### src/rtl/modport_source_driver_if.sv
// Bundle between a data producer and the source driver.
// master: the producer/bench side. slave: the driver block.
// src_out is the source-modport drive of the interface array.
// snk_in is the sink-modport readback of the same wires.
interface modport_source_driver_if #(
    parameter int N     = 2,
    parameter int CNT_W = 8
);
    logic [N-1:0]     value;
    logic [N-1:0]     load_en;
    logic [N-1:0]     src_out;
    logic [N-1:0]     snk_in;
    logic             check_en;
    logic [N-1:0]     mismatch;
    logic [CNT_W-1:0] err_count;
    logic             all_ok;

    modport master (
        output value, load_en, snk_in, check_en,
        input  src_out, mismatch, err_count, all_ok
    );

    modport slave (
        input  value, load_en, snk_in, check_en,
        output src_out, mismatch, err_count, all_ok
    );
endinterface

### src/rtl/modport_source_driver.sv
// Source driver for an interface array ifs[N-1:0].
// - Drives the logic_in_intf wire of each slot, either straight from value or
//   through a per-slot load-enabled register.
// - Checks the sink-side readback against what was actually driven.
// - Keeps sticky per-slot mismatch flags and a saturating event counter.

// One slot: drive path, loopback difference and sticky flag.
module modport_source_driver_lane #(
    parameter int REG_OUT = 0
) (
    input  logic clk,
    input  logic rst,
    input  logic value,
    input  logic load_en,
    input  logic snk,
    input  logic check_en,
    output logic src,
    output logic diff,
    output logic mis
);
    generate
        if (REG_OUT != 0) begin : g_reg
            // Registered drive: reset clears it, load_en updates it, otherwise it holds.
            always_ff @(posedge clk) begin
                if (rst)          src <= 1'b0;
                else if (load_en) src <= value;
            end
        end else begin : g_comb
            // Combinational drive has no state, so rst and load_en do not affect it.
            assign src = value;
        end
    endgenerate

    // Compare the readback against the value actually driven, not against the raw input.
    assign diff = snk ^ src;

    // Sticky flag: set on a checked difference; only rst clears it.
    always_ff @(posedge clk) begin
        if (rst)                    mis <= 1'b0;
        else if (check_en && diff)  mis <= 1'b1;
    end

    // load_en has no use when the drive path is combinational.
    logic unused_load;
    assign unused_load = (REG_OUT == 0) ? load_en : 1'b0;
endmodule

module modport_source_driver #(
    parameter int N       = 2,
    parameter int REG_OUT = 0,
    parameter int CNT_W   = 8
) (
    input logic                    clk,
    input logic                    rst,
    modport_source_driver_if.slave bus
);
    localparam int PW = $clog2(N + 1);
    localparam int SW = CNT_W + PW + 1;

    logic [N-1:0]     diff;
    logic [N-1:0]     src;
    logic [N-1:0]     mis;
    logic [PW-1:0]    pop;
    logic [SW-1:0]    sum;
    logic [CNT_W-1:0] err_q;
    logic [CNT_W-1:0] err_nxt;

    genvar j;
    generate
        for (j = 0; j < N; j++) begin : g_lane
            modport_source_driver_lane #(.REG_OUT(REG_OUT)) u_lane (
                .clk      (clk),
                .rst      (rst),
                .value    (bus.value[j]),
                .load_en  (bus.load_en[j]),
                .snk      (bus.snk_in[j]),
                .check_en (bus.check_en),
                .src      (src[j]),
                .diff     (diff[j]),
                .mis      (mis[j])
            );
        end
    endgenerate

    // Count differing slots and add to the running total, clamping at all-ones.
    always_comb begin
        pop = '0;
        for (int k = 0; k < N; k++) pop = pop + PW'(diff[k]);
        sum = SW'(err_q) + SW'(pop);
        if (sum > SW'({CNT_W{1'b1}})) err_nxt = {CNT_W{1'b1}};
        else                          err_nxt = sum[CNT_W-1:0];
    end

    // Error counter: rst wins over check_en; check_en low holds the count.
    always_ff @(posedge clk) begin
        if (rst)               err_q <= '0;
        else if (bus.check_en) err_q <= err_nxt;
    end

    assign bus.src_out   = src;
    assign bus.mismatch  = mis;
    assign bus.err_count = err_q;
    assign bus.all_ok    = ~|mis;
endmodule

### src/flat_wrapper.sv
// flat-port wrapper written by rule: the top's interface ports become plain ports
module modport_source_driver_flat 
#(
    parameter int N       = 2,
    parameter int REG_OUT = 0,
    parameter int CNT_W   = 8
)
  (clk, rst, bus_value, bus_load_en, bus_snk_in, bus_check_en, bus_src_out, bus_mismatch, bus_err_count, bus_all_ok);
  modport_source_driver_if #(.N(N), .CNT_W(CNT_W)) bus_i ();
  input logic clk;
  input logic rst;
  input wire logic [$bits(bus_i.value)-1:0] bus_value;
  input wire logic [$bits(bus_i.load_en)-1:0] bus_load_en;
  input wire logic [$bits(bus_i.snk_in)-1:0] bus_snk_in;
  input wire logic [$bits(bus_i.check_en)-1:0] bus_check_en;
  output wire logic [$bits(bus_i.src_out)-1:0] bus_src_out;
  output wire logic [$bits(bus_i.mismatch)-1:0] bus_mismatch;
  output wire logic [$bits(bus_i.err_count)-1:0] bus_err_count;
  output wire logic [$bits(bus_i.all_ok)-1:0] bus_all_ok;
  assign bus_i.value = bus_value;
  assign bus_i.load_en = bus_load_en;
  assign bus_i.snk_in = bus_snk_in;
  assign bus_i.check_en = bus_check_en;
  assign bus_src_out = bus_i.src_out;
  assign bus_mismatch = bus_i.mismatch;
  assign bus_err_count = bus_i.err_count;
  assign bus_all_ok = bus_i.all_ok;
  modport_source_driver #(.N(N), .REG_OUT(REG_OUT), .CNT_W(CNT_W)) u_core (.clk(clk), .rst(rst), .bus(bus_i));
endmodule
### config.mk
export PLATFORM = sky130hd
export DESIGN_NAME = modport_source_driver_flat
export DESIGN_NICKNAME = d
export VERILOG_FILES = /design/src/rtl/modport_source_driver_if.sv /design/src/rtl/modport_source_driver.sv /design/src/flat_wrapper.sv
export SDC_FILE = /design/constraint.sdc
export NUM_CORES = 1
export LEC_CHECK = 0
export CAP_MARGIN = 5
export CORE_MARGIN = 5
export CORE_UTILIZATION = 40
export DETAILED_ROUTE_END_ITERATION = 7
export PLACE_DENSITY = 0.86
export SLEW_MARGIN = 10
export SYNTH_ARGS = -nofsm -noshare
export SYNTH_HDL_FRONTEND = slang
export SYNTH_SLANG_ARGS = --single-unit
export TNS_END_PERCENT = 100
### constraint.sdc
create_clock -name clk -period 2.2 [get_ports clk]
set_input_delay 0.33 -clock clk [delete_from_list [all_inputs] [get_ports clk]]
set_output_delay 0.33 -clock clk [all_outputs]
set_load 0.005 [all_outputs]
== After elaboration in Yosys (flattened, before gate mapping) ==
Cells that the tools add are included.
Word-level totals
  output and inout bits: 13
  register bits after elaboration: 10
Cells by class
  bitwise gates (word level): 2
  reduce and logical (&&, ||, !) cells: 4
  order comparisons: 1
  add/subtract/negate cells: 2
  mux-type cells: 1
Operators with widths (count)
  $gt 11x8->1 const B: 1
  $add 8x2->9: 1
  $mux 8: 1
  $add 1x1->2: 1
  $logic_and 1x1->1: 2
  $reduce_or 2->1: 1
  $xor 1x1->1: 2
  $logic_not 1->1: 1

== Longest topological paths before layout ==
  word-level depth: 5
  gate-level depth with buffers: 7

== Cells and area by module ==
A second synthesis with hierarchy kept.
Unflattened totals
  cell total of the unflattened synthesis: 58
  area total of the unflattened synthesis: 534.3 um^2
Modules (own cells, without submodules)
  modport_source_driver: times used 1, cells each 46, area an instance 424.2 um^2, sequential area each 160.2 um^2
  modport_source_driver_lane: times used 2, cells each 6, area an instance 55.1 um^2, sequential area each 20.0 um^2

== Worst setup path before layout ==
No wires, ideal clock.
  path type: in2reg
  start: in bus_value[0]
  end: reg u_core.err_q[7], in the netlist u_core.bus.err_count[7]
  data arrival time: 1710 ps
  stages on the path: 7
  data required time: 2069 ps
  path slack: 359 ps
  path through: xor2_1 > fa_1 > ha_1 > and3_1 > buf_4 > and4b_1 > nor3_2
On the way
  longest elaborated chain between the ends: 5
Ends and longest elaborated chain
  start, declared: RTL line flat_wrapper.sv:12  | input wire logic [$bits(bus_i.value)-1:0] bus_value;
  $xor 1x1->1 (*): RTL line modport_source_driver.sv:35  | assign diff = snk ^ src;
  $add 1x1->2 (*): RTL line modport_source_driver.sv:88  | for (int k = 0; k < N; k++) pop = pop + PW'(diff[k]);
  $add 8x2->9 (*): RTL line modport_source_driver.sv:89  | sum = SW'(err_q) + SW'(pop);
  $gt 11x8->1: RTL line modport_source_driver.sv:90  | if (sum > SW'({CNT_W{1'b1}})) err_nxt = {CNT_W{1'b1}};
  $mux 8 (*): RTL line modport_source_driver.sv:90
  end signal, assigned: RTL line modport_source_driver.sv:97  | else if (bus.check_en) err_q <= err_nxt;
  end, declared: RTL line modport_source_driver.sv:65  | logic [CNT_W-1:0] err_q;
Every way passes the cells marked *; elsewhere a longest branch is shown, timed or not.
A chain may end at the register's enable or synchronous reset.

== Worst setup path after layout ==
Same ends and word-level chain as after synthesis.

==> flow_summary.ini <==
[status]
status = finished, final reports clean

[logic_synthesis]
synth_area_leaders = dfxtp_1 (38%), a21oi_1 (7.6%), buf_4 (7.1%)
mappedNetlistArea_sq_um = 529.3
syn_area_per_cell_sq_um = 9.801
syn_inst = 54
ys_types = 27
synthAdderAreaFrac_pct = 6.147
synth_top_area_share_pct = 37.83
synth_top_family_by_area = simple AND/OR/NAND/NOR gates
yosys.area_share.simple_pct = 20.80
synth-main-ff-cell = dfxtp_1
synth.area.mux_share_pct = 3.783
synth-warning-count = 0
synth.ff_latch_count = 10
syn-num-nets = 65
yosysSeqAreaShare_pct = 37.83
yosysTopAreaCell = dfxtp_1
synth-edff-count = 0
async_flop_share_pct = 0
synth-xor-area-share_pct = 4.965
synth_compound_area_share_pct = 16.55

[global_routing]
grt_pass1_vias = 466
antenna_found_initial = 0
grtUsageTotal_pct = 13.59
grt_overflow = 0
grt_max_degree = 11
grt_pass1_wl_microns = 2001

[route]
wirelength_microns = 1230
dr_total_vias = 476
wl_met3_microns = 150
highest_layer = met4
drc_errors = 0
wl_met2_microns = 570
wl_met1_microns = 477
drtPass1Iterations = 2
ant_nets = 0
drtIter0Drc = 6
routedWlPerCell_microns = 14.47
avgViaCountPerCell = 5.600

[sta]
finalSetupViolCount = 0
hold_viol_final = 0
worst_clock_skew_ns = 0.003741
slew-limit-headroom_pct = 72.96
tightest_slew_ns = 0.4043
fin_crit_ns = 2.090
max_freq_ghz = 0.4784
fin_crit_sh_pct = 95.01
final_max_slew_viol_count = 0
rsz0062_at_grt = yes

[clock_tree]
post_cts_buffers = 0
postCtsHoldBufs = 0
clkTransAtPathRegs_ns = 0.06
cts_tree = yes
cts_buffers = 3
clk_latency_ns = 0.27
cts-resized-gates = 0
cts_sinks = 10
clockBufferDepth = 2
clock-root-buffer = clkbuf_4
htreeDepth = 1

[floorplan]
design.core.area_sq_um = 1269
start_util_pct = 41.72
die_height_microns = 46.38
io_pins = 22
die_w_microns = 46.38
row_count = 13
dieArea_sq_um = 2151

[worst_setup_path]
end_kind = flop
critPathKind = input pin to flop
start_kind = input pin
path_max_fanout = 7
critPathArrivalTime_ns = 2.23
critPathRequiredTime_ns = 2.34

[placement]
post-place-cells = 82
dpl_cell_area_sq_um = 693.2
gp_congestion = 0.7224
hpwl_microns = 948
io_buffer_count = 19

[final_layout]
multiInputGateArea_sq_um = 276.5
antennaDiodeCount = 0
final_layout_size_suffix_gt1_share_pct = 11.43
final_cells = 85
fin_nets = 83
register_area_sq_um = 200.2
areaGrowthSynthToFinish_pct = 35.22
final_cell_area_sq_um = 715.7
nFillCells = 138

[hold_path]
worst_hold_path_type = flop to flop

[power]
power_density_nw_per_um2 = 567.5
p_leak_nw = 0.2634
peakVddDrop_mv = 0.2801
total_power_mw = 0.4061

[flow_run]
cap_violations = 0
-- cell usage after synthesis, types with 2 or more instances --
library cell and n:
nor2_1 3, a21oi_1 8, xor2_1 2, dfxtp_1 10, nand2_1 2, nand3_1 2, nor3_2 2, mux2i_1 2
buf_4 5
-- per-layer routing --
metal,vias up,GRT usage [%]
met5,-,0
met4,0,8.523
met3,5,3.516
met2,20,22.53
met1,221,15.22
li1,230,-
-- sequential cells by signal, indices dropped and copies added, names as in the netlist --
register	flops
u_core.bus.err_count	8
u_core.g_lane.u_lane.mis	2
-- power breakdown --
part           switching (mW)  internal, mW  total, mW
Combinational          0.0319        0.0506     0.0825
Sequential             0.0101         0.191      0.201
Clock                  0.0597        0.0631      0.123
-- area by class of cell --
class	instances	area share, %
multi-input combinational	37	38.64
sequential	10	27.97
timing repair buffer	20	27.62
clock buffer	3	3.147
tap	15	2.622
-- cell usage in the layout, fill, tap and decap left out --
master,count
a211oi_1,1
a21boi_2,1
nand4_1,1
clkbuf_4,3
nand2_1,2
and4_1,1
a31oi_1,1
or3_1,1
o21ai_0,1
and4bb_1,1
mux2i_1,2
and4b_1,1
dfxtp_1,10
and3_1,1
a41oi_1,1
and4_4,1
xor2_1,2
a21oi_1,8
nand3_1,2
buf_4,1
ha_1,1
nor2_1,3
a311oi_1,1
xnor2_1,1
fa_1,1
nor3_2,2
clkdlybuf4s50_1,19
-- cell families after synthesis --
kind of cell,count (synthesis)
AOI/OAI and AO/OA,14
xor gates and xnor gates,3
adders and majority gates,2
buffers and inverters,7
DFF,10
muxes,2
and+or+nand+nor,16
-- final timing paths --
kind	start	cells past startpoint	slack, ns	to
hold / removal	u_core.g_lane[0].u_lane.mis	2	0.51	u_core.g_lane[0].u_lane.mis
setup reg to reg	u_core.bus.err_count[0]	5	0.46	u_core.bus.err_count[7]
hold reg to reg	u_core.g_lane[0].u_lane.mis	2	0.51	u_core.g_lane[0].u_lane.mis
setup / recovery	bus_value[0]	7	0.11	u_core.bus.err_count[7]
-- stage by stage --
stage / setup TNS [ns] / worst slack [ns] / hold WS (ns) / utilization [%]
after floorplan: 0 / 0.3590 / 0.4603 / -
after global placement: -0.4316 / -0.1180 / 0.4834 / 54.64
after detailed placement: -0.8385 / -0.1736 / 0.4919 / 54.64
after CTS: 0 / 0.09870 / 0.5061 / 56.41
after global routing: -0.0006706 / -0.0006706 / 0.5341 / 56.41
final: 0 / 0.1098 / 0.5052 / 56.41
-- critical path, cell delays in order --
cell	delay, ns
clkdlybuf4s50_1	0.44
xor2_1	0.20
fa_1	0.44
ha_1	0.22
and3_1	0.27
and4b_1	0.29
nor3_2	0.05
Note: power is estimated with default switching activity, not from simulation.
